$ cat src/rtl/uart_pkg.sv
// Shared UART definitions: FSM state encodings and default bit timing.
package uart_pkg;

    typedef enum logic [2:0] {
        IDLE,
        START,
        DATA,
        PARITY,
        STOP
    } uart_state_t;

    // 50 MHz clock at 115200 bps
    localparam int CLKS_PER_BIT_DEF = 434;
    localparam int CNT_W_DEF        = 9;

    function automatic logic even_parity(input logic [7:0] d);
        return ^d;
    endfunction

endpackage

$ cat src/rtl/uart_tx_if.sv
// Byte-offer handshake between a producer and the UART transmitter.
interface uart_tx_if;

    logic       tx_valid;
    logic [7:0] tx_data;
    logic       tx_ready;

    modport master (
        output tx_valid,
        output tx_data,
        input  tx_ready
    );

    modport slave (
        input  tx_valid,
        input  tx_data,
        output tx_ready
    );

endinterface

$ cat src/rtl/uart_baud_gen.sv
// Bit-period down-counter; tick marks the last cycle of each bit period.
module uart_baud_gen
    import uart_pkg::*;
#(
    parameter int CLKS_PER_BIT = CLKS_PER_BIT_DEF,
    parameter int CNT_W        = CNT_W_DEF
) (
    input  logic clock,
    input  logic reset_n,
    input  logic restart,
    output logic tick,
    output logic pre_tick
);

    localparam logic [CNT_W-1:0] LAST = CNT_W'(CLKS_PER_BIT - 1);

    logic [CNT_W-1:0] cnt;

    always_ff @(posedge clock or negedge reset_n) begin
        if (!reset_n) begin
            cnt <= '0;
        end else if (restart || cnt == '0) begin
            cnt <= LAST;
        end else begin
            cnt <= cnt - CNT_W'(1);
        end
    end

    assign tick     = (cnt == '0);
    // one cycle ahead of tick, lets tx_done be a flop aligned to the last cycle
    assign pre_tick = (cnt == CNT_W'(1));

endmodule

$ cat src/rtl/uart_tx.sv
// UART transmitter: 8 data bits, even parity, one stop bit, one-byte buffer.
module uart_tx
    import uart_pkg::*;
#(
    parameter int CLKS_PER_BIT = CLKS_PER_BIT_DEF,
    parameter int CNT_W        = CNT_W_DEF
) (
    input  logic      clock,
    input  logic      reset_n,
    uart_tx_if.slave  bus,
    output logic      tx_out,
    output logic      busy,
    output logic      tx_done
);

    uart_state_t state;
    logic [7:0]  hold;
    logic [7:0]  shreg;
    logic [2:0]  idx;
    logic        ready;
    logic        par;
    logic        tick;
    logic        pre_tick;
    logic        restart;
    logic        load;

    assign restart      = (state == IDLE);
    assign load         = !ready &&
                          ((state == IDLE) || (state == STOP && tick));
    assign bus.tx_ready = ready;

    uart_baud_gen #(
        .CLKS_PER_BIT(CLKS_PER_BIT),
        .CNT_W       (CNT_W)
    ) u_baud (
        .clock   (clock),
        .reset_n (reset_n),
        .restart (restart),
        .tick    (tick),
        .pre_tick(pre_tick)
    );

    // load and accept are exclusive: load needs a full buffer, accept an empty one
    always_ff @(posedge clock or negedge reset_n) begin
        if (!reset_n) begin
            ready <= 1'b1;
            hold  <= '0;
        end else if (load) begin
            ready <= 1'b1;
        end else if (bus.tx_valid && ready) begin
            ready <= 1'b0;
            hold  <= bus.tx_data;
        end
    end

    always_ff @(posedge clock or negedge reset_n) begin
        if (!reset_n) begin
            state   <= IDLE;
            tx_out  <= 1'b1;
            busy    <= 1'b0;
            tx_done <= 1'b0;
            shreg   <= '0;
            par     <= 1'b0;
            idx     <= '0;
        end else begin
            tx_done <= (state == STOP) && pre_tick;
            case (state)
                IDLE: begin
                    if (load) begin
                        state  <= START;
                        shreg  <= hold;
                        par    <= even_parity(hold);
                        tx_out <= 1'b0;
                        busy   <= 1'b1;
                    end
                end
                START: begin
                    if (tick) begin
                        state  <= DATA;
                        tx_out <= shreg[0];
                        shreg  <= {1'b0, shreg[7:1]};
                        idx    <= '0;
                    end
                end
                DATA: begin
                    if (tick) begin
                        idx <= idx + 3'd1;
                        if (idx == 3'd7) begin
                            state  <= PARITY;
                            tx_out <= par;
                        end else begin
                            tx_out <= shreg[0];
                            shreg  <= {1'b0, shreg[7:1]};
                        end
                    end
                end
                PARITY: begin
                    if (tick) begin
                        state  <= STOP;
                        tx_out <= 1'b1;
                    end
                end
                STOP: begin
                    if (tick) begin
                        if (load) begin
                            state  <= START;
                            shreg  <= hold;
                            par    <= even_parity(hold);
                            tx_out <= 1'b0;
                        end else begin
                            state  <= IDLE;
                            busy   <= 1'b0;
                            tx_out <= 1'b1;
                        end
                    end
                end
                default: begin
                    state  <= IDLE;
                    tx_out <= 1'b1;
                    busy   <= 1'b0;
                end
            endcase
        end
    end

endmodule

$ cat src/flat_wrapper.sv
// flat-port wrapper written by rule: the top's interface ports become plain ports
module uart_tx_flat import uart_pkg::*;
#(
    parameter int CLKS_PER_BIT = CLKS_PER_BIT_DEF,
    parameter int CNT_W        = CNT_W_DEF
)
  (clock, reset_n, tx_out, busy, tx_done, bus_tx_valid, bus_tx_data, bus_tx_ready);
  uart_tx_if bus_i ();
  input  logic clock;
  input  logic reset_n;
  output logic tx_out;
  output logic busy;
  output logic tx_done;
  input wire logic [$bits(bus_i.tx_valid)-1:0] bus_tx_valid;
  input wire logic [$bits(bus_i.tx_data)-1:0] bus_tx_data;
  output wire logic [$bits(bus_i.tx_ready)-1:0] bus_tx_ready;
  assign bus_i.tx_valid = bus_tx_valid;
  assign bus_i.tx_data = bus_tx_data;
  assign bus_tx_ready = bus_i.tx_ready;
  uart_tx #(.CLKS_PER_BIT(CLKS_PER_BIT), .CNT_W(CNT_W)) u_core (.clock(clock), .reset_n(reset_n), .bus(bus_i), .tx_out(tx_out), .busy(busy), .tx_done(tx_done));
endmodule
$ cat config.mk
export PLATFORM = sky130hd
export DESIGN_NAME = uart_tx_flat
export DESIGN_NICKNAME = d
export VERILOG_FILES = /design/src/rtl/uart_pkg.sv /design/src/rtl/uart_tx_if.sv /design/src/rtl/uart_baud_gen.sv /design/src/rtl/uart_tx.sv /design/src/flat_wrapper.sv
export SDC_FILE = /design/constraint.sdc
export NUM_CORES = 1
export LEC_CHECK = 0
export ABC_CLOCK_PERIOD_IN_PS = 2840
export BUFFER_PORTS_ARGS = -buffer_cell sky130_fd_sc_hd__clkbuf_2
export CAP_MARGIN = 20
export CORE_MARGIN = 1.5
export CORE_UTILIZATION = 45
export DETAILED_ROUTE_END_ITERATION = 12
export GPL_ROUTABILITY_DRIVEN = 0
export PLACE_DENSITY_LB_ADDON = 0.1
export SETUP_SLACK_MARGIN = 0.2
export SLEW_MARGIN = 25
export SYNTH_ARGS = -nofsm -noshare
export SYNTH_HDL_FRONTEND = slang
export SYNTH_SLANG_ARGS = --single-unit
$ cat constraint.sdc
create_clock -name clock -period 2.84 [get_ports clock]
set_input_delay 0.284 -clock clock [delete_from_list [all_inputs] [get_ports clock]]
set_output_delay 0.284 -clock clock [all_outputs]
set_load 0.1 [all_outputs]
==> out/results.tsv, run 1 <==
metric	value	unit
status	completed	
shortest clock period the worst path allows after layout	2175	ps
vias per cell	5.600	
Final Routed Wirelength	3584	µm
worst clock skew	4.202	ps
cell area after technology mapping	1832	µm²
ANT cells	0	
Critical Path Fanout Max	8	
RSZ-0062 raised after global routing	no	
number of H-tree levels	2	
most used standard cell by instance count after synthesis	dfrtp_1	
Gate Count Post-Synth	166	
overflow left after global routing	0	
Starting Density	0.4646	
DRC marker count from the first detailed-route iteration	157	
Net Count, Synth	182	
synth top area cells	dfrtp_1 46%, mux2_2 15%, xnor2_1 3.8%	
maximum number of pins on one net before global-route repair	37	
HPWL reported at the end of detailed placement	2521	µm
kind of critical path	reg2reg	
crit path launch type	flop	
floorplan die height	66.80	µm
Chip Width	66.80	µm
required time of the critical path	3070	ps
number of remaining DRC errors	0	
launching point of the worst reg2reg path	u_core.u_baud.cnt[0]	
Hold/Removal Path Class	in2async	
overall fraction of global-route tracks in use	0.1837	
clock insertion delay at the later pin of the skew report	290	ps
pin slew with the least headroom to its limit	915.3	ps
worst-case headroom to the max-slew limit	0.3898	
number of port buffers	14	
reg-to-reg slack, setup	660	ps
standard-cell row count	23	
Primary FF master, synth	dfrtp_1	
average size of a mapped cell	11.03	µm²
register bit count reported by yosys	36	
first-pass GRT wire length	5989	µm
area growth from synthesis to final layout	12.23	%
number of clock sinks	36	
number of filler cells placed in the layout	360	
share of final-layout standard cells stronger than drive strength 1	0.2865	
top cells by count, synth	34 x dfrtp_1, 24 x mux2_2, 15 x nand2_1	
maximum frequency from static timing analysis	0.4597	GHz
routed len/inst	15.25	µm
post-layout worst setup margin	664.8	ps
RR Endpoint	u_core.state[0]	
clock slew seen by the registers of the worst setup and hold paths	70	ps
final count of negative-setup-slack endpoints	0	
TritonCTS Buffers	5	
top cell type by total area after synthesis	dfrtp_1	
number of global-route vias before repair	1241	
reported max-cap violation count	0	
buffer type at the clock tree root	clkbuf_8	
Fin Setup TNS	0	ps
number of top-level design ports	15	
final slew viol count	0	
sequential cell area fraction in the yosys report	0.4932	
peak supply drop	0.5320	mV
Core Region	3943	µm²
Die Footprint	4462	µm²
DRT Pass-1 Iters	4	
Post-synth EDFFs	0	
Via Count	1316	
antenna violations before repair	0	
post-route antenna net violation count	0	
PnR Total Power	1.957	mW
PD cells	951.8	nW/µm²
warnings from Yosys	0	
share of flip-flops with an asynchronous set or reset after synthesis	1.000	
Static Leakage	0.8834	nW
R2R depth	6	
clock tree from TritonCTS	built	
number of library cell types mapped by synthesis	38	
final hold vios	0	
DP Worst Slack	485.9	ps
net count reported at finish	200	
CP Capture Type	flop	
clock tree buffer depth	2	
area share of the leading cell type in the synthesized netlist	0.4645	
Period Utilization, post-route	0.7659	
critical path arrival	2410	ps
critical path: stages, from the launching register on:
cell	delay, ps
dfrtp_1	420
inv_1	110
ha_1	170
or4b_1	490
or3_1	460
or3_1	380
nand3_1	80
power by group:
part / leakage, nW / switching, mW / total, mW / internal [mW]
Sequential: 0.436 / 0.175 / 0.874 / 0.699
Clock: 0.0455 / 0.175 / 0.373 / 0.198
Combinational: 0.402 / 0.354 / 0.710 / 0.356
state kept, by name, indices dropped and copies added, names as in the netlist:
signal               cells
u_core.tx_out            1
u_core.hold              8
u_core.idx               3
u_core.state             3
u_core.u_baud.cnt        9
u_core.shreg             8
u_core.busy              1
u_core.tx_done           1
u_core.par               1
u_core.bus.tx_ready      1
final cells by class:
type	count	area (µm²)	area share
sequential	36	903.4	0.4394
multi-input combinational	120	895.9	0.4358
clock buffer	8	90.09	0.04382
timing repair buffer	16	85.08	0.04139
tap	50	62.56	0.03043
inverter	5	18.77	0.009130
worst max-delay path by stage:
stage	startpoint	slack [ps]	to	depth (start not counted)
floorplan	u_core.u_baud.cnt[0]	780	u_core.shreg[0]	6
global placement	u_core.u_baud.cnt[0]	560	u_core.shreg[4]	6
global route	u_core.u_baud.cnt[0]	460	u_core.shreg[2]	6
finish	u_core.u_baud.cnt[0]	660	u_core.state[0]	6
CTS	u_core.u_baud.cnt[0]	420	u_core.shreg[5]	6
detailed placement	u_core.u_baud.cnt[0]	490	u_core.shreg[5]	6
metrics by stage:
stage / hold WS [ps] / utilization / instances / area [µm²]
after global placement: 437.2 / 0.4970 / 227 / 1959
after floorplan: -11.59 / - / 166 / 1832
after CTS: 140.4 / 0.5198 / 235 / 2049
after global routing: 190.0 / 0.5214 / 235 / 2056
final: 117.2 / 0.5214 / 235 / 2056
after detailed placement: 453.3 / 0.4970 / 227 / 1959
metal layers:
metal  track usage  share of wire  up-vias
met5             0              0        -
met3       0.05405          0.042        6
met1        0.2457           0.47      651
li1              -              -      628
met4       0.08673          0.019        0
met2        0.2725           0.47       31
cells in the final DEF (no fill, tap or decap), types with 2 or more instances in the layout:
cell type  count
a21oi_1        6
a2bb2oi_1      2
buf_4          2
clkbuf_1       2
clkbuf_2      14
clkbuf_8       6
dfrtp_1       34
dfstp_2        2
ha_1           5
inv_1          5
mux2_2        24
nand2_1       15
nand2b_1       2
nand3_1        5
nor2_1        10
nor4_1         2
o21ai_0       10
o22ai_1        3
o311ai_0       2
o31ai_1        2
or3_1          3
xnor2_1        8
xor2_1         4
kinds of logic (layout without fill, tap and decap cells):
group,count (synthesis),after routing,synth area share
AOI/OAI and AO/OA,29,29,0.09973
xor gates and xnor gates,12,12,0.05738
adders and majority gates,5,5,0.03415
buffers and inverters,10,29,0.02117
DFF,36,36,0.4932
muxes,25,25,0.1530
and+or+nand+nor,49,49,0.1414
timing repair:
item,in CTS,in global routing
resized for setup,0,1
hold buffers,0,0
setup endpoints to repair,0,8
setup buffers,0,0
Power figures use the tool's default switching activity.
==> run 2, diff against run 1 <==
- ABC_AREA: not set -> 1
- ABC_CLOCK_PERIOD_IN_PS: 2840 -> 1810
- clock period: 2.84 -> 1.81 ns (I/O delays scaled with it)
==> out/results.tsv, run 2 <==
metric	value	unit	change
Final Routed Wirelength	3971	µm	+11%
share of final-layout standard cells stronger than drive strength 1	0.2091		-0.07743
kind of critical path	reg2out		
warnings from Yosys	0		unchanged
pin slew with the least headroom to its limit	539.9	ps	-375.4 ps
reported max-cap violation count	0		unchanged
routed len/inst	11.71	µm	-23%
cell area after technology mapping	2003	µm²	+9.4%
area growth from synthesis to final layout	17.18	%	
worst-case headroom to the max-slew limit	0.6416		+0.2518
Starting Density	0.4633		-0.001362
crit path launch type	flop		
ANT cells	0		unchanged
Internal Power	2.304	mW	+84%
Core Region	4324	µm²	+9.7%
maximum number of pins on one net before global-route repair	20		-46%
most frequent cells in the layout	79 x nand2_1, 34 x dfrtp_1, 29 x inv_1		
leading cell type in the layout, fill and taps excluded	nand2_1		
number of global-route vias before repair	1455		+17%
clock tree from TritonCTS	built		
maximum frequency from static timing analysis	0.6525	GHz	
Via Count	1608		+22%
synth top area cells	dfrtp_1 42%, nand2_1 16%, inv_1 6.0%		
peak supply drop	0.9609	mV	+81%
post-route antenna net violation count	0		unchanged
buffer type at the clock tree root	clkbuf_8		
average size of a mapped cell	7.794	µm²	-29%
Fin Setup TNS	0	ps	unchanged
clock slew seen by the registers of the worst setup and hold paths	80	ps	about the same
clock tree buffer depth	2		unchanged
Placed Cells incl. Taps	323		+42%
Gate Count Post-Synth	257		+55%
CP Capture Type	primary output		
Net Count, Synth	273		+50%
number of top-level design ports	15		unchanged
critical path arrival	1350	ps	-1060 ps
non-filler cells in the finished layout	339		+44%
max reg flops	9		unchanged
share of flip-flops with an asynchronous set or reset after synthesis	1.000		unchanged
number of clock sinks	36		unchanged
number of cells on the worst hold path	2		
first-pass GRT wire length	7038	µm	+18%
number of filler cells placed in the layout	423		+18%
top cell type by total area after synthesis	dfrtp_1		
net count reported at finish	302		+51%
CP top delay family	flip-flops		
worst clock skew	9.963	ps	+5.761 ps
area share of the leading cell type in the synthesized netlist	0.4247		-0.03975
WP buf/inv	1		unchanged
vias per cell	4.743		-15%
Period Utilization, post-route	0.8467		
TritonCTS Buffers	5		unchanged
hold path startpoint	bus_tx_valid		
Largest regs	u_core.u_baud.cnt (9), u_core.hold (8), u_core.shreg (8)		
number of remaining DRC errors	0		unchanged
HPWL reported at the end of detailed placement	2921	µm	+16%
overall fraction of global-route tracks in use	0.1829		-0.0008095
RSZ-0062 raised after global routing	no		
Static Leakage	1.231	nW	+39%
number of library cell types mapped by synthesis	29		-24%
master of the slowest instance on the critical path	dfstp_2		
number of port buffers	14		unchanged
endpoint of the worst hold path	u_core.bus.tx_ready		
Chip Width	69.72	µm	+4.4%
register bit count reported by yosys	36		unchanged
top cells by count, synth	83 x nand2_1, 34 x dfrtp_1, 32 x inv_1		
number of H-tree levels	2		unchanged
chain of cells forming the critical path	clkbuf_2		
most used standard cell by instance count after synthesis	nand2_1		
finished layout cell area	2347	µm²	+14%
reg-to-reg slack, setup	320	ps	-340 ps
DRT Pass-1 Iters	4		unchanged
sequential cell area fraction in the yosys report	0.4510		-0.04220
shortest clock period the worst path allows after layout	1532	ps	
launching point of the worst reg2reg path	u_core.u_baud.cnt[0]		
final hold vios	0		unchanged
antenna violations before repair	0		unchanged
Primary FF master, synth	dfrtp_1		
Die Footprint	4861	µm²	+8.9%
proportion of power drawn by flip-flops and latches	0.315		-0.132
floorplan die height	69.72	µm	+4.4%
DRC marker count from the first detailed-route iteration	110		-30%
final slew viol count	0		unchanged
post-detailed-placement cell area	2151	µm²	+9.8%
clock network power share	0.130		-0.060
clock insertion delay at the later pin of the skew report	280	ps	about the same
share of total power consumed by net switching	0.4915		+0.1318
net switching power	2.227	mW	+220%
R2R depth	9		+3
RR Endpoint	u_core.shreg[3]		
overflow left after global routing	0		unchanged
Hold/Removal Path Class	in2reg		
Most flops, register	u_core.u_baud.cnt		
status	completed		
PD cells	1930	nW/µm²	+100%
required time of the critical path	1630	ps	-1440 ps
Post-synth EDFFs	0		unchanged
Critical Path Fanout Max	6		-2
slowest stage delay, CP	590	ps	+100 ps
final count of negative-setup-slack endpoints	0		unchanged
standard-cell row count	24		+4.3%
share of total power in combinational logic	0.555		+0.192
## run 2: cell count changes after synthesis, moves of 4 or more
cell     delta
a21oi_1     +4
inv_1      +27
mux2_2     -21
nand2_1    +68
nand3_1    +15
nor2_1     +13
o21ai_1     +4
xnor2_1     -4
## run 2: worst max-delay path by stage
stage / startpoint / end / slack [ps] / cells after the start
3_3_place_gp: u_core.u_baud.cnt[0] / u_core.shreg[2] / 200 / 9
5_1_grt: u_core.state[1] / u_core.shreg[0] / 190 / 8
3_5_place_dp: u_core.u_baud.cnt[0] / u_core.shreg[3] / 160 / 9
4_1_cts: u_core.u_baud.cnt[0] / u_core.shreg[3] / 210 / 9
6_report: u_core.bus.tx_ready / bus_tx_ready / 280 / 1
2_1_floorplan: u_core.bus.tx_ready / u_core.hold[3] / 240 / 4
## run 2: power by group through the flow
stage | clock network (mW) | logic, mW | registers, mW
after CTS | 0.609 | 2.45 | 1.41
after global routing | 0.650 | 2.87 | 1.48
after detailed placement | 0 | 2.42 | 1.42
after floorplan | 0 | 1.82 | 1.55
after global placement | 0 | 2.38 | 1.42
final | 0.589 | 2.52 | 1.43
## run 2: worst register-to-register path, cell delays in order (launching register included)
cell and delay [ps]:
dfrtp_1 400, inv_2 90, ha_4 130, nand2_2 50
nor2_2 120, nand2_4 100, buf_4 150, a21oi_2 200
nand3_1 100, nand2_1 80
## run 2: logic make-up after synthesis
family,Yosys count,share of synthesized area
and+or+nand+nor,141,0.3142
muxes,3,0.01686
adders and majority gates,5,0.03123
xor gates and xnor gates,8,0.03497
buffers and inverters,35,0.06995
AOI/OAI and AO/OA,29,0.08184
DFF,36,0.4510
## run 2: cell type report
cell class / count / area, µm² / share of cell area
clock buffer: 6 / 82.58 / 0.03518
multi-input combinational: 187 / 1008 / 0.4296
timing repair buffer: 23 / 152.6 / 0.06503
tap: 52 / 65.06 / 0.02772
inverter: 33 / 125.1 / 0.05330
sequential: 36 / 903.4 / 0.3849
clock inverter: 2 / 10.01 / 0.004264
## run 2: per-layer routing
metal,track usage,share of wire
met2,0.2575,0.44
met1,0.2764,0.52
met3,0.04506,0.028
met4,0.05769,0.0065
met5,0,0
## run 2: timing repair
item,in CTS,in global routing
gates cloned,1,0
endpoints found under the setup margin,8,14
hold buffers,1,0
pin swaps,1,7
hold endpoints to repair,17,0
gates resized for setup,0,14
setup buffers,0,6
## run 2: metrics by stage
| stage | power [mW] | worst slack, ps | hold WS (ps) | utilization |
|---|---|---|---|---|
| finish | 4.530 | 277.5 | 61.73 | 0.5428 |
| global route | 4.995 | 194.2 | 70.70 | 0.5428 |
| CTS | 4.469 | 211.5 | 55.39 | 0.5231 |
| detailed placement | 3.837 | 160.6 | 166.2 | 0.4974 |
| global placement | 3.802 | 196.3 | 162.2 | 0.4974 |
| floorplan | 3.371 | 238.2 | -114.6 | - |
